<file path="src/rtl/z16_pkg.sv">
// Shared Z16 decode definitions: opcode encodings, the decoded-instruction
// payload and the field-extraction helpers used by the decode stage.
package z16_pkg;

  localparam int unsigned INSTR_W = 16;
  localparam int unsigned REG_AW  = 4;
  localparam int unsigned OP_W    = 4;
  localparam int unsigned IMM8_W  = 8;

  localparam logic [OP_W-1:0] OP_ALU_MAX = 4'h8;
  localparam logic [OP_W-1:0] OP_ADDI    = 4'h9;
  localparam logic [OP_W-1:0] OP_LOAD    = 4'hA;
  localparam logic [OP_W-1:0] OP_STORE   = 4'hB;
  localparam logic [OP_W-1:0] OP_JAL     = 4'hC;
  localparam logic [OP_W-1:0] OP_JRL     = 4'hD;
  localparam logic [OP_W-1:0] OP_BR0     = 4'hE;
  localparam logic [OP_W-1:0] OP_BR1     = 4'hF;

  localparam logic [OP_W-1:0] ALU_ADD = 4'h0;

  // Immediates never exceed 8 source bits, so they travel pre-extended to
  // 8 bits and are widened to XLEN only at the stage output.
  typedef struct packed {
    logic [OP_W-1:0]   opcode;
    logic [REG_AW-1:0] rd;
    logic [REG_AW-1:0] rs1;
    logic [REG_AW-1:0] rs2;
    logic [IMM8_W-1:0] imm8;
    logic              rd_wen;
    logic              mem_wen;
    logic [OP_W-1:0]   alu_ctrl;
    logic              use_rs1;
    logic              use_rs2;
  } z16_dec_t;

  function automatic logic z16_uses_rs1(input logic [OP_W-1:0] op);
    return op != OP_JAL;
  endfunction

  function automatic logic z16_uses_rs2(input logic [OP_W-1:0] op);
    return (op <= OP_ALU_MAX) || (op == OP_STORE) || (op == OP_BR0) || (op == OP_BR1);
  endfunction

  function automatic logic z16_rd_wen(input logic [OP_W-1:0] op);
    return (op <= OP_LOAD) || (op == OP_JAL) || (op == OP_JRL);
  endfunction

  function automatic z16_dec_t z16_decode(input logic [INSTR_W-1:0] instr);
    z16_dec_t d;
    d          = '0;
    d.opcode   = instr[3:0];
    d.rd       = instr[7:4];
    d.rs1      = instr[11:8];
    d.rs2      = instr[15:12];
    d.rd_wen   = z16_rd_wen(instr[3:0]);
    d.mem_wen  = (instr[3:0] == OP_STORE);
    d.alu_ctrl = (instr[3:0] <= OP_ALU_MAX) ? instr[3:0] : ALU_ADD;
    d.use_rs1  = z16_uses_rs1(instr[3:0]);
    d.use_rs2  = z16_uses_rs2(instr[3:0]);
    case (instr[3:0])
      OP_ADDI: begin
        d.rs1  = instr[7:4];
        d.imm8 = instr[15:8];
      end
      OP_LOAD, OP_JAL, OP_JRL: d.imm8 = {{4{instr[15]}}, instr[15:12]};
      OP_STORE:                d.imm8 = {{4{instr[7]}}, instr[7:4]};
      OP_BR0, OP_BR1: begin
        d.rs1  = {2'b00, instr[5:4]};
        d.rs2  = {2'b00, instr[7:6]};
        d.imm8 = instr[15:8];
      end
      default: d.imm8 = '0;
    endcase
    return d;
  endfunction

endpackage

</file>
<file path="src/rtl/z16_scoreboard.sv">
// Register busy tracker: issue sets a destination bit, writeback clears one;
// a set and clear of the same register in one cycle leaves it busy.
module z16_scoreboard
  import z16_pkg::*;
#(
  parameter int unsigned NUM_REGS = 16
) (
  input  logic                i_clk,
  input  logic                i_rst_n,
  input  logic                i_set_en,
  input  logic [REG_AW-1:0]   i_set_addr,
  input  logic                i_clr_en,
  input  logic [REG_AW-1:0]   i_clr_addr,
  output logic [NUM_REGS-1:0] o_busy_mask,
  output logic [NUM_REGS-1:0] o_busy_eff_c
);

  logic [NUM_REGS-1:0] busy_q;
  logic [NUM_REGS-1:0] busy_d;
  logic [NUM_REGS-1:0] set_mask_c;
  logic [NUM_REGS-1:0] clr_mask_c;

  always_comb begin
    set_mask_c   = i_set_en ? (NUM_REGS'(1) << i_set_addr) : '0;
    clr_mask_c   = i_clr_en ? (NUM_REGS'(1) << i_clr_addr) : '0;
    // Hazard view already excludes the register retiring this cycle.
    o_busy_eff_c = busy_q & ~clr_mask_c;
    busy_d       = o_busy_eff_c | set_mask_c;
  end

  always_ff @(posedge i_clk or negedge i_rst_n) begin
    if (!i_rst_n) busy_q <= '0;
    else          busy_q <= busy_d;
  end

  assign o_busy_mask = busy_q;

endmodule

</file>
<file path="src/rtl/z16_decode_stage.sv">
// Z16 decode stage with scoreboard hazard hold and saturating stall counter.
// Define Z16_DECODE_SKID_EN for a 1-entry skid buffer with a registered o_ready.
module z16_decode_stage
  import z16_pkg::*;
#(
  parameter int unsigned XLEN        = 16,
  parameter int unsigned NUM_REGS    = 16,
  parameter int unsigned STALL_CNT_W = 16
) (
  input  logic                   i_clk,
  input  logic                   i_rst_n,
  input  logic                   i_valid,
  output logic                   o_ready,
  input  logic [INSTR_W-1:0]     i_instr,
  output logic                   o_valid,
  input  logic                   i_ready,
  output logic [OP_W-1:0]        o_opcode,
  output logic [REG_AW-1:0]      o_rd_addr,
  output logic [REG_AW-1:0]      o_rs1_addr,
  output logic [REG_AW-1:0]      o_rs2_addr,
  output logic [XLEN-1:0]        o_imm,
  output logic                   o_rd_wen,
  output logic                   o_mem_wen,
  output logic [OP_W-1:0]        o_alu_ctrl,
  input  logic                   i_wb_valid,
  input  logic [REG_AW-1:0]      i_wb_addr,
  input  logic                   i_flush,
  output logic [NUM_REGS-1:0]    o_busy_mask,
  output logic [STALL_CNT_W-1:0] o_stall_cnt
);

  if (NUM_REGS != 16) begin : g_num_regs_chk
    $error("z16_decode_stage: NUM_REGS must be 16");
  end
  if (XLEN < 16) begin : g_xlen_chk
    $error("z16_decode_stage: XLEN must be at least 16");
  end

  z16_dec_t               dec_in_c;
  z16_dec_t               held_q, held_d;
  logic                   held_valid_q, held_valid_d;
  logic [STALL_CNT_W-1:0] stall_cnt_q, stall_cnt_d;
  logic [NUM_REGS-1:0]    busy_eff_c;
  logic                   hazard_c;
  logic                   issue_c;
  logic                   accept_c;
  logic                   main_free_c;

`ifdef Z16_DECODE_SKID_EN
  z16_dec_t skid_q, skid_d;
  logic     skid_valid_q, skid_valid_d;
`endif

  assign dec_in_c = z16_decode(i_instr);

  z16_scoreboard #(
    .NUM_REGS (NUM_REGS)
  ) u_scoreboard (
    .i_clk        (i_clk),
    .i_rst_n      (i_rst_n),
    .i_set_en     (issue_c & held_q.rd_wen),
    .i_set_addr   (held_q.rd),
    .i_clr_en     (i_wb_valid),
    .i_clr_addr   (i_wb_addr),
    .o_busy_mask  (o_busy_mask),
    .o_busy_eff_c (busy_eff_c)
  );

  // Hazard, handshake and stall-count evaluation.
  always_comb begin
    hazard_c = held_valid_q &
               ((held_q.use_rs1 & busy_eff_c[held_q.rs1]) |
                (held_q.use_rs2 & busy_eff_c[held_q.rs2]) |
                (held_q.rd_wen  & busy_eff_c[held_q.rd]));
    o_valid     = held_valid_q & ~hazard_c;
    issue_c     = o_valid & i_ready;
    main_free_c = ~held_valid_q | issue_c;
`ifdef Z16_DECODE_SKID_EN
    o_ready = ~skid_valid_q;
`else
    o_ready = main_free_c;
`endif
    accept_c    = i_valid & o_ready & ~i_flush;
    stall_cnt_d = stall_cnt_q;
    if (hazard_c && (stall_cnt_q != '1)) stall_cnt_d = stall_cnt_q + STALL_CNT_W'(1);
  end

  // Held-instruction (and skid) next state; flush drops everything queued.
  always_comb begin
    held_d       = held_q;
    held_valid_d = held_valid_q;
`ifdef Z16_DECODE_SKID_EN
    skid_d       = skid_q;
    skid_valid_d = skid_valid_q;
    if (main_free_c) begin
      if (skid_valid_q) begin
        held_d       = skid_q;
        held_valid_d = 1'b1;
        skid_valid_d = 1'b0;
      end else if (accept_c) begin
        held_d       = dec_in_c;
        held_valid_d = 1'b1;
      end else begin
        held_valid_d = 1'b0;
      end
    end else if (accept_c) begin
      skid_d       = dec_in_c;
      skid_valid_d = 1'b1;
    end
    if (i_flush) skid_valid_d = 1'b0;
`else
    if (accept_c) begin
      held_d       = dec_in_c;
      held_valid_d = 1'b1;
    end else if (issue_c) begin
      held_valid_d = 1'b0;
    end
`endif
    if (i_flush) held_valid_d = 1'b0;
  end

  always_ff @(posedge i_clk or negedge i_rst_n) begin
    if (!i_rst_n) begin
      held_q       <= '0;
      held_valid_q <= 1'b0;
      stall_cnt_q  <= '0;
`ifdef Z16_DECODE_SKID_EN
      skid_q       <= '0;
      skid_valid_q <= 1'b0;
`endif
    end else begin
      held_q       <= held_d;
      held_valid_q <= held_valid_d;
      stall_cnt_q  <= stall_cnt_d;
`ifdef Z16_DECODE_SKID_EN
      skid_q       <= skid_d;
      skid_valid_q <= skid_valid_d;
`endif
    end
  end

  assign o_opcode    = held_q.opcode;
  assign o_rd_addr   = held_q.rd;
  assign o_rs1_addr  = held_q.rs1;
  assign o_rs2_addr  = held_q.rs2;
  assign o_imm       = {{(XLEN-IMM8_W){held_q.imm8[IMM8_W-1]}}, held_q.imm8};
  assign o_rd_wen    = held_q.rd_wen;
  assign o_mem_wen   = held_q.mem_wen;
  assign o_alu_ctrl  = held_q.alu_ctrl;
  assign o_stall_cnt = stall_cnt_q;

endmodule

</file>
<file path="config.mk">
export PLATFORM = sky130hd
export DESIGN_NAME = z16_decode_stage
export DESIGN_NICKNAME = d
export VERILOG_FILES = /design/src/rtl/z16_pkg.sv /design/src/rtl/z16_scoreboard.sv /design/src/rtl/z16_decode_stage.sv
export SDC_FILE = /design/constraint.sdc
export NUM_CORES = 1
export LEC_CHECK = 0
export BUFFER_PORTS_ARGS = -buffer_cell sky130_fd_sc_hd__buf_2
export CAP_MARGIN = 20
export CORE_AREA = 2 2 104 106
export DETAILED_ROUTE_END_ITERATION = 7
export DIE_AREA = 0 0 106 108
export GPL_ROUTABILITY_DRIVEN = 0
export PLACE_DENSITY_LB_ADDON = 0.3
export SKIP_CTS_REPAIR_TIMING = 1
export SYNTH_ARGS = -nofsm -noshare
export SYNTH_HDL_FRONTEND = slang
export SYNTH_SLANG_ARGS = --single-unit
</file>
<file path="constraint.sdc">
create_clock -name i_clk -period 3.4 [get_ports i_clk]
set_input_delay 0.85 -clock i_clk [delete_from_list [all_inputs] [get_ports i_clk]]
set_output_delay 0.85 -clock i_clk [all_outputs]
set_load 0.005 [all_outputs]
</file>
Word level (Yosys, flattened, before mapping)
Cells that the tools add are included.
{ "classes": {"n_eq_ne": 9, "shifts": 2, "n_mux": 15, "magnitude_cmp": 5, "n_reduce_logical": 10, "addsub": 1, "n_bitwise": 18} }
{ "ops": {"columns": ["op", "count"], "rows": [
  ["2-to-1 mux 16 bit", 2],
  ["left shift 1 x 4 -> 16 bit (first input constant)", 2],
  ["equality test 4 bit (second input constant)", 7],
  ["one-hot mux 8 bit (3 select lines)", 1],
  ["adder 16 x 1 -> 16 bit (second input constant)", 1],
  ["AND 16 bit", 1],
  ["!= test 16 bit (second input constant)", 1],
  ["NOT 16 bit", 1],
  ["OR 16 bit", 1],
  ["less-than comparator 4 x 5 -> 1 bit (second input constant)", 3],
  ["binary-select mux 1 bit (select 4 bit)", 3],
  ["AND 1 bit", 9],
  ["<= comparator 4 bit (second input constant)", 2],
  ["2-to-1 mux 4 bit", 2],
  ["one-hot mux 4 bit (2 select lines)", 1],
  ["2-to-1 mux 1 bit", 6],
  ["OR reduction 3 bit", 2],
  ["logical OR 1 bit", 5],
  ["!= test 4 bit (second input constant)", 1],
  ["NOT 1 bit", 3],
  ["OR 1 bit", 3],
  ["nonzero test 3 bit", 1],
  ["OR reduction 2 bit", 1],
  ["logical AND 1 bit", 1]
]} }
{ "totals": {"inputBits": 26, "regBits": 65} }

Depth between registers and ports, before layout
{ "logic_depth": {"depth_word": 18, "ltp_mapped": 11, "mapped_depth_nobuf": 9} }

Hierarchy
Synthesis repeated with hierarchy kept, for this count alone.
{ "hier_totals": {"hier_cells": 385, "hier_area_um2": 3794.9} }
{ "by_module_without_submodules": {"columns": ["module", "instances", "area_each_um2", "cells_each"], "rows": [
  ["z16_decode_stage", 1, 3049.2, 321],
  ["z16_scoreboard", 1, 745.7, 64]
]} }

Worst setup path after synthesis
No wires, ideal clock.
{ "synth_timing": {"kind": "input to output", "startpoint": "in i_wb_addr[0]", "endpoint": "out o_ready", "cell_stages": 8, "n_path_buf": 1, "t_arrival_ps": 2439, "setup_slack_ps": 111, "path_cell_list": "or3b_1 buf_6 o211ai_2 a211oi_1 o41a_1 a32oi_2 nand3_1 nand2_2"} }
{ "synth_via": {"elab_chain_len": 14, "elab_cells_between_ends": 20} }
{ "synth_lines": {"columns": ["item", "line", "text"], "rows": [
  ["start: declaration", "z16_decode_stage.sv:26", "input logic [REG_AW-1:0] i_wb_addr,"],
  ["left shift 1 x 4 -> 16 bit (*)", "z16_scoreboard.sv:25", "clr_mask_c = i_clr_en ? (NUM_REGS'(1) << i_clr_addr) : '0;"],
  ["2-to-1 mux 16 bit (*)", "z16_scoreboard.sv:25", null],
  ["NOT 16 bit (*)", "z16_scoreboard.sv:27", "o_busy_eff_c = busy_q & ~clr_mask_c;"],
  ["AND 16 bit (*)", "z16_scoreboard.sv:27", null],
  ["binary-select mux 1 bit (select 4 bit) (on tied branches)", "z16_decode_stage.sv:72, z16_decode_stage.sv:73", null],
  ["2-to-1 mux 1 bit (on tied branches)", "z16_decode_stage.sv:72, z16_decode_stage.sv:73", null],
  ["AND 1 bit (on tied branches)", "z16_decode_stage.sv:72, z16_decode_stage.sv:73", null],
  ["OR 1 bit", "z16_decode_stage.sv:72", "((held_q.use_rs1 & busy_eff_c[held_q.rs1]) |"],
  ["OR 1 bit (*)", "z16_decode_stage.sv:73", "(held_q.use_rs2 & busy_eff_c[held_q.rs2]) |"],
  ["AND 1 bit (*)", "z16_decode_stage.sv:71", "hazard_c = held_valid_q &"],
  ["NOT 1 bit (*)", "z16_decode_stage.sv:75", "o_valid = held_valid_q & ~hazard_c;"],
  ["AND 1 bit (*)", "z16_decode_stage.sv:75", null],
  ["AND 1 bit (*)", "z16_decode_stage.sv:76", "issue_c = o_valid & i_ready;"],
  ["OR 1 bit (*)", "z16_decode_stage.sv:77", "main_free_c = ~held_valid_q | issue_c;"],
  ["end: declaration", "z16_decode_stage.sv:13", "output logic o_ready,"]
]} }
Mark *: on every way between the ends. The rest lies on a longest branch, timed or not. The select of a mux whose other input is x is not followed.

Worst setup path in the final report
{ "layout_timing": {"startpoint": "in i_wb_addr[1]", "endpoint": "out o_ready"} }
The elaborated chain is that of the path after synthesis.

==> impl_metrics.ini <==
[synthesis]
synth_mux_area_share_pct = 17.0
synthAdderAreaFrac_pct = 0.313
synth_edf_count = 0
ys_warn_count = 0
ys_top_cells_by_area = dfrtp_1, mux2_4, buf_4
ys_ff_latch = 65
synth_top_area_cell = dfrtp_1
syn_area_mm2 = 0.00400
async_flop_share_pct = 100
seq_area_frac_synth_pct = 40.7
synth.distinct_cells = 52
postSynthCellCount = 390
synth_top_family_by_area = multiplexers
yosysTopAreaCellShare_pct = 40.7
synth_compound_area_share_pct = 14.6
synth_ff_type = dfrtp_1
yosys.area_share.xor_xnor_pct = 3.06
syn-num-nets = 417
synthSimpleGateAreaFrac_pct = 13.5
syn_area_per_cell_um2 = 10.3

[timing]
setup_tns_ns = -0.333
period_share_pct = 105
setup_ws_ns = -0.171
relSlewSlack_pct = 43.8
max_freq_mhz = 280
rsz0062_at_grt = true
period_minus_slack_ns = 3.57
finalHoldViolCount = 0
worst_slew_pin_slew_ns = 0.843
slew_viol_final = 0
fin_skew_ns = 0.0137
setup_viol = 2

[layout]
register_area_mm2 = 0.00163
drive_gt1_share_pct = 39.1
diodes = 0
final_core_util_pct = 46.2
final_cell_mix = buf_2, dfrtp_1, nand2_1, o21ai_0, mux2_4
area_growth_pct = 18.1
layout.nets = 493
final_common_cell = buf_2
multi_input_area_mm2 = 0.00197
fill_cells = 1013

[floorplanning]
die_h_um = 108
die_w_um = 106
start_util_pct = 39.1
core_area_mm2 = 0.0102
die_area_mm2 = 0.0114
io_pins = 98
fp-row-count = 37

[worst_setup_path]
slowest_delay_ns = 0.47
cp.buffers_inverters = 2
r2r_slack_ns = 0.55
crit_type = input port to output port
arrival_ns = 2.72
critPathTopFamily = compound AO/OA/AOI/OAI gates
required_ns = 2.55
cp-end-kind = output port
crit_fanout = 8
cp.depth = 9
crit_slowest_cell = or3b_4
r2r_cells = 11
start_kind = input port
cp_cell_sequence = buf_6 -> or3b_4 -> o211ai_1 -> o211ai_1 -> a221o_1 -> a32oi_2 -> nand3_1 -> nand2_2 -> buf_6

[run_status]
violations = negative setup slack
status = finished, violations left

[global_route]
grt.total_usage_pct = 19.0
grt-ovfl-total = 0
grt_start_max_net_pins = 66
antenna_found_initial = 0
grt_pass1_wl_um = 16800
grt_pass1_vias = 3236

[pwr]
leakagePower_nw = 2.35
total_power_mw = 2.90
p_per_area_mw_per_mm2 = 613
worst_ir_drop_vdd_v = 0.000219

[worst_hold_path]
worstHoldPathCells = 1
hold_class = flop to flop

[detailed_routing]
remaining_drc_errors = 0
vias = 3240
drt_wl_total_um = 10400
dr.pass1.iters = 4
drt_iter0_markers = 167
post_drt_wl_per_cell_um = 17.2
ant_nets = 0
via_per_inst = 5.35

[cts]
clock_path_buffers = 2
clk_latency_ns = 0.34
cts_buffers = 9
clock-sinks = 65
cts_tree = yes
htreeDepth = 3
clk_pin_slew_worst_paths_ns = 0.06
root_buffer = clkbuf_8

[place]
hpwl_um = 7660
portBuffers = 97

[run]
maxCapViolCount = 0
[worst reg2reg max path, delay by kind of cell, from the launching register on]
kind | cells | cell delay [ns]
AOI/OAI and AO/OA | 2 | 0.32
muxes | 1 | 0.55
DFF | 1 | 0.45
buffers and inverters | 4 | 0.70
and+or+nand+nor | 3 | 0.59
xor gates and xnor gates | 1 | 0.18
[area by class of cell]
type,instances,area share (%)
tap,136,3.60
clock inverter,4,0.953
clock buffer,11,2.78
inverter,15,1.19
sequential,65,34.4
multi-input combinational,254,41.6
timing repair buffer,121,15.4
[through the flow]
step / hold slack (ns) / cell area (um^2) / setup slack [ns] / instances
6_report: 0.500 / 4720 / -0.171 / 606
5_1_grt: 0.503 / 4720 / -0.254 / 606
4_1_cts: 0.498 / 4650 / -0.362 / 603
3_5_place_dp: 0.488 / 4470 / -0.354 / 588
3_3_place_gp: 0.472 / 4470 / -0.329 / 588
2_1_floorplan: 0.477 / 4000 / 0.111 / 390
[report_power, final]
group / total [mW] / switching [mW] / internal [mW]
Clock: 0.622 / 0.290 / 0.331
Sequential: 1.19 / 0.233 / 0.957
Combinational: 1.09 / 0.514 / 0.572
[cell families after synthesis]
kind of cell	after synthesis
AO/OA/AOI/OAI	85
XOR/XNOR	14
adder cells (fa/ha/maj)	1
buffers and inverters	71
flip-flops	65
multiplexers	49
AND/OR/NAND/NOR	105
[per-layer routing]
layer	global-route usage (%)	wire [um]	share of wire, %
met1	24.8	4670	45
met2	29.8	4870	47
met3	5.73	641	6.2
met4	7.14	213	2.0
met5	0	0	0
[flip-flops by register name, summed over array words and instances (netlist names)]
signal / count
held_valid_q: 1
o_opcode: 4
held_q: 2
o_alu_ctrl: 4
u_scoreboard.o_busy_mask: 16
o_rs2_addr: 4
o_mem_wen: 1
o_imm: 8
o_stall_cnt: 16
o_rs1_addr: 4
o_rd_wen: 1
o_rd_addr: 4
[cells in the mapped netlist, drive strengths merged (4+ instances only)]
library cell and n:
nand3b 4, o21ai 35, or3 4, xor2 9, mux4 5, mux2i 15, nor2b 9, nand2b 4
mux2 29, and3 5, xnor2 5, a21oi 5, nor2 21, o22ai 4, nand3 13, nor4 4
o2111ai 6, buf 44, a22o 4, inv 15, nor3 6, clkbuf 12, o211ai 14, dfrtp 65
nand2 29
[worst paths after layout]
kind	from	endpoint
setup / recovery	i_wb_addr[1]	o_ready
hold / removal	o_stall_cnt[14]$_DFFE_PN0P_	o_stall_cnt[14]$_DFFE_PN0P_
setup reg to reg	o_rs2_addr[1]$_DFFE_PN0P_	o_stall_cnt[5]$_DFFE_PN0P_
hold reg to reg	o_stall_cnt[14]$_DFFE_PN0P_	o_stall_cnt[14]$_DFFE_PN0P_
max in group asynchronous	i_rst_n	u_scoreboard.o_busy_mask[11]$_DFF_PN0_
min in group asynchronous	i_rst_n	u_scoreboard.o_busy_mask[2]$_DFF_PN0_
Note: power is estimated with default switching activity, not from simulation.
